### config.mk
export PLATFORM = sky130hd
export DESIGN_NAME = product_accum
export DESIGN_NICKNAME = d
export VERILOG_FILES = /design/src/rtl/sc_arch_pkg.sv /design/src/rtl/acc_adder.sv /design/src/rtl/product_accum.sv
export SDC_FILE = /design/constraint.sdc
export NUM_CORES = 1
export LEC_CHECK = 0
export BUFFER_PORTS_ARGS = -buffer_cell sky130_fd_sc_hd__buf_2
export CAP_MARGIN = 20
export CORE_MARGIN = 1
export CORE_UTILIZATION = 46
export CTS_CLUSTER_SIZE = 14
export DETAILED_ROUTE_END_ITERATION = 8
export HOLD_SLACK_MARGIN = 0.03
export PLACE_DENSITY_LB_ADDON = 0.25
export SYNTH_ARGS = -nofsm -noshare
export SYNTH_HDL_FRONTEND = slang
export SYNTH_SLANG_ARGS = --single-unit
### constraint.sdc
create_clock -name clock -period 2.3 [get_ports clock]
set_clock_uncertainty 0.05 [all_clocks]
set_input_delay 0.575 -clock clock [delete_from_list [all_inputs] [get_ports clock]]
set_output_delay 0.575 -clock clock [all_outputs]
set_load 0.05 [all_outputs]
### src/rtl/sc_arch_pkg.sv
// Shared types and default widths for the product accumulator slice.
package sc_arch_pkg;

    localparam int DEF_DATA_WIDTH = 16;
    localparam int DEF_ACC_WIDTH  = 24;
    localparam int DEF_CNT_WIDTH  = 8;

    typedef enum logic [1:0] {
        IDLE  = 2'd0,
        ACCUM = 2'd1,
        HOLD  = 2'd2
    } state_t;

endpackage

### src/rtl/acc_adder.sv
// Accumulator adder: zero-extends a term, adds it and reports carry-out.
// PRODUCT_ACCUM_SATURATE_EN clamps the sum to all-ones on carry instead of wrapping.
module acc_adder
    import sc_arch_pkg::*;
#(
    parameter int DATA_WIDTH = DEF_DATA_WIDTH,
    parameter int ACC_WIDTH  = DEF_ACC_WIDTH
)(
    input  logic [ACC_WIDTH-1:0]  acc,
    input  logic [DATA_WIDTH-1:0] term,
    output logic [ACC_WIDTH-1:0]  sum,
    output logic                  carry
);

    logic [ACC_WIDTH:0] wide;

    always_comb begin
        wide  = {1'b0, acc} + {{(ACC_WIDTH + 1 - DATA_WIDTH){1'b0}}, term};
        carry = wide[ACC_WIDTH];
`ifdef PRODUCT_ACCUM_SATURATE_EN
        // Once clamped, any further nonzero term carries again, so acc stays pinned.
        sum = carry ? {ACC_WIDTH{1'b1}} : wide[ACC_WIDTH-1:0];
`else
        sum = wide[ACC_WIDTH-1:0];
`endif
    end

endmodule

### src/rtl/product_accum.sv
// Dot-product accumulator: sums product terms until last, then holds the result for a handshake.
// Optional build macro PRODUCT_ACCUM_SATURATE_EN selects a clamping accumulator.
module product_accum
    import sc_arch_pkg::*;
#(
    parameter int DATA_WIDTH = DEF_DATA_WIDTH,
    parameter int ACC_WIDTH  = DEF_ACC_WIDTH,
    parameter int CNT_WIDTH  = DEF_CNT_WIDTH
)(
    input  logic                  clock,
    input  logic                  reset_n,
    input  logic [DATA_WIDTH-1:0] io_inputs_0,
    input  logic                  io_in_valid,
    input  logic                  io_in_last,
    output logic                  io_in_ready,
    output logic [ACC_WIDTH-1:0]  io_outs_0,
    output logic [CNT_WIDTH-1:0]  io_out_count,
    output logic                  io_out_ovf,
    output logic                  io_out_valid,
    input  logic                  io_out_ready
);

    state_t                 state;
    state_t                 state_next;
    logic [ACC_WIDTH-1:0]   acc;
    logic [ACC_WIDTH-1:0]   acc_sum;
    logic [CNT_WIDTH-1:0]   cnt;
    logic                   ovf;
    logic                   carry;
    logic                   accept;
    logic                   drain;
    logic                   cnt_full;

    assign accept   = io_in_valid && io_in_ready;
    assign drain    = io_out_valid && io_out_ready;
    assign cnt_full = (cnt == {CNT_WIDTH{1'b1}});

    acc_adder #(
        .DATA_WIDTH (DATA_WIDTH),
        .ACC_WIDTH  (ACC_WIDTH)
    ) u_adder (
        .acc   (acc),
        .term  (io_inputs_0),
        .sum   (acc_sum),
        .carry (carry)
    );

    always_ff @(posedge clock or negedge reset_n) begin
        if (!reset_n) begin
            state <= IDLE;
        end else begin
            state <= state_next;
        end
    end

    always_comb begin
        state_next = state;
        case (state)
            IDLE:    if (accept) state_next = io_in_last ? HOLD : ACCUM;
            ACCUM:   if (accept && io_in_last) state_next = HOLD;
            HOLD:    if (io_out_ready) state_next = IDLE;
            default: state_next = IDLE;
        endcase
    end

    // Handshake outputs decode only the registered state, so io_out_ready never reaches io_in_ready.
    always_comb begin
        io_in_ready  = (state == IDLE) || (state == ACCUM);
        io_out_valid = (state == HOLD);
    end

    always_ff @(posedge clock or negedge reset_n) begin
        if (!reset_n) begin
            acc <= '0;
            cnt <= '0;
            ovf <= 1'b0;
        end else if (drain) begin
            acc <= '0;
            cnt <= '0;
            ovf <= 1'b0;
        end else if (accept) begin
            acc <= acc_sum;
            cnt <= cnt_full ? cnt : cnt + CNT_WIDTH'(1);
            ovf <= ovf | carry | cnt_full;
        end
    end

    assign io_outs_0    = acc;
    assign io_out_count = cnt;
    assign io_out_ovf   = ovf;

endmodule

==> results.cfg <==
[setup_path]
startpoint_type = register
crit_required_ns = 2.48
crit_path_max_fanout = 8
cp.arrival_ns = 2.49
cp_slowest_cell = dfrtp_2
crit_chain = ha_4 -> inv_2 -> fa_2 -> nand2b_4 -> a21oi_4 -> or3_4 -> a221oi_4 -> o22ai_4 -> a21o_2 -> a21oi_2
cp-end-kind = register
criticalPathCategory = register to register
max_stage_delay_ns = 0.43

[timing]
min_period_ns = 2.31
hold_viol_final = 0
slew_violations = 0
relSlewSlack = 0.479
tightest_slew_ns = 0.781
rsz0062_at_grt = yes
period_share = 1.00
setup_violations = 2
tns_ns = -0.0137
max_freq_mhz = 433
layout_setup_ws_ns = -0.00909

[final_layout]
num-nets-final = 386
design_area_mm2 = 0.00312
fin_util = 0.660
diodes = 0
area_growth_pct = 38.9
drive_gt1_frac = 0.394

[yosys]
async_flop_share = 1.00
synth_seq_cells = 35
synthAdderAreaFrac = 0.104
synth_mux_area_frac = 0.00892
synth_compound_area_frac = 0.220
ys_seq_area_frac = 0.390
synth_xor_area_frac = 0.0585
syn-mean-instance-area_um2 = 9.09
synth_top_family_by_area = compound AO/OA/AOI/OAI gates
syn_area_mm2 = 0.00224
yosysUniqueCellTypes = 45
synth_nets = 286
yosysWarnings = 0
synthCells = 247
synth_edf_count = 0
synthFlopType = dfrtp_1
synthSimpleGateAreaFrac = 0.188

[status]
violations = setup timing
outcome = complete, but fails checks

[floorplanning]
die_w_um = 71.9
core-area_mm2 = 0.00472
ios = 56
rows = 25
dieArea_mm2 = 0.00516
initial_utilization = 0.475
die_h_um = 71.9

[clock_network]
clk_path_buf_depth = 2
cts_tree = built
cts_buffers = 5
cts_root_buf = clkbuf_8
cts.clk_slew.worst_paths_ns = 0.07
cts_sinks = 35
clk-insertion-delay-late_ns = 0.29
cts_max_level = 2
hold_buffers = 0

[placed_design]
place_area_mm2 = 0.00294
dp_hpwl_um = 4070
gp_congestion = 0.856
port_buffers = 55

[flow_run]
timing.max_cap.violations = 0

[drt]
num_vias = 2150
drc = 0
drt_iter0_drc = 73
ant_nets = 0
wire_per_inst_um = 13.2
drt_first_pass_iters = 4
viasPerCell = 5.18
wl_um = 5480

[power]
power_mw = 4.37
p_per_area_mw_per_mm2 = 1400
p_leak_nw = 1.54
vdd_drop_max_mv = 0.810

[grt]
grt_util_all_layers = 0.224
grt_pass1_wl_um = 8960
overflow = 0
grt_max_degree = 36
grt_pass1_vias = 2050
antenna_found_initial = 0

[hold_path]
hp-class = input pin to asynchronous set/reset pin
cells in the mapped netlist, types with 2 or more instances:
| master | number | area [µm²] |
|---|---|---|
| and3_1 | 4 | 25.0 |
| nand4_1 | 6 | 37.5 |
| nand2_1 | 23 | 86.3 |
| o31ai_1 | 3 | 22.5 |
| ha_1 | 17 | 213 |
| dfrtp_1 | 35 | 876 |
| nor3_1 | 3 | 15.0 |
| o21ai_0 | 28 | 140 |
| clkbuf_1 | 3 | 11.3 |
| or3_1 | 5 | 31.3 |
| or2b_1 | 2 | 15.0 |
| a32o_1 | 2 | 20.0 |
| xnor2_1 | 4 | 35.0 |
| a21oi_1 | 22 | 110 |
| a211oi_1 | 2 | 15.0 |
| xor2_1 | 11 | 96.3 |
| mux2i_1 | 2 | 20.0 |
| and2_1 | 2 | 12.5 |
| nand3_1 | 14 | 70.1 |
| a21o_1 | 4 | 30.0 |
| o21ai_1 | 2 | 10.0 |
| inv_1 | 13 | 48.8 |
| nand2b_1 | 3 | 18.8 |
| nor2_1 | 14 | 52.6 |
| a22o_1 | 3 | 26.3 |
cell usage in the layout (no fill, tap or decap), drive strengths merged, types with 2 or more instances in the layout:
| cell | count |
|---|---|
| mux2i | 2 |
| ha | 17 |
| nand4 | 6 |
| and3 | 4 |
| a21o | 5 |
| a32o | 2 |
| nor2b | 2 |
| inv | 13 |
| a21oi | 23 |
| o31ai | 3 |
| nand2b | 3 |
| dfrtp | 35 |
| and2 | 2 |
| clkbuf | 5 |
| xor2 | 11 |
| nor3 | 3 |
| o21ai | 30 |
| buf | 98 |
| nand3 | 14 |
| a211oi | 2 |
| a22o | 3 |
| or2b | 2 |
| clkinv | 2 |
| xnor2 | 4 |
| or3 | 6 |
| nor2 | 16 |
| nand2 | 23 |
cell type report:
type | instances | area, µm²
Multi-Input combinational cell | 194 | 1390
Inverter | 13 | 48.8
Tap cell | 67 | 83.8
Sequential cell | 35 | 886
Clock inverter | 3 | 43.8
Fill cell | 405 | 1610
Clock buffer | 5 | 68.8
Timing Repair Buffer | 98 | 598
cells by family after synthesis:
logic type / after synthesis
AOI/OAI and AO/OA: 76
muxes: 2
buffers and inverters: 18
xor gates and xnor gates: 15
and+or+nand+nor: 83
DFF: 35
adders and majority gates: 18
per-stage QoR:
stage / hold WS (ns) / setup slack (ns) / cells
after floorplan: 0.229 / -0.0358 / 247
after global placement: 0.416 / -0.246 / 405
after detailed placement: 0.434 / -0.303 / 405
after CTS: 0.340 / -0.0249 / 415
after global routing: 0.379 / -0.0949 / 415
final: 0.305 / -0.00909 / 415
worst max-delay path, delay by kind of cell, from the launching register on:
| family | cells | cell delay [ns] |
|---|---|---|
| and+or+nand+nor | 2 | 0.48 |
| AOI/OAI and AO/OA | 5 | 0.86 |
| DFF | 1 | 0.43 |
| adders and majority gates | 2 | 0.36 |
| buffers and inverters | 1 | 0.05 |
power breakdown:
| group | total (mW) | switching [mW] | leakage [nW] | internal [mW] |
|---|---|---|---|---|
| logic | 2.80 | 1.66 | 1.04 | 1.14 |
| clock network | 0.564 | 0.241 | 0.0581 | 0.323 |
| registers | 1.01 | 0.185 | 0.444 | 0.823 |
registers in the layout, indices dropped and copies added, names as in the netlist:
signal,flops
io_out_count,8
io_out_ovf,1
io_outs_0,24
state,2
layer usage:
metal / track usage / wire (µm) / vias to the layer above / part of all wire
li1: - / - / 1088 / -
met1: 0.285 / 2500 / 1001 / 0.46
met2: 0.379 / 2660 / 55 / 0.48
met3: 0.0520 / 250 / 6 / 0.046
met4: 0.0719 / 71 / 0 / 0.013
met5: 0 / 0 / - / 0
timing repair:
item | in CTS | in global routing
pin swaps | 1 | 0
cloned | 0 | 0
resized for setup | 2 | 10
setup endpoints to repair | 3 | 14
setup buffers | 2 | 0
final timing paths:
path	cells past startpoint	from	endpoint	slack, ns
hold / removal	1	reset_n	io_out_count[5]$_DFFE_PN0P_	0.30
min in group clock	1	state[1]$_DFFE_PN0P_	state[0]$_DFFE_PN0P_	0.44
max in group asynchronous	1	reset_n	io_outs_0[3]$_DFFE_PN0P_	1.35
setup / recovery	10	io_outs_0[0]$_DFFE_PN0P_	io_outs_0[20]$_DFFE_PN0P_	-0.009
setup reg to reg	10	io_outs_0[0]$_DFFE_PN0P_	io_outs_0[20]$_DFFE_PN0P_	-0.009
hold reg to reg	1	state[1]$_DFFE_PN0P_	state[0]$_DFFE_PN0P_	0.44
(Power assumes the default switching activity.)
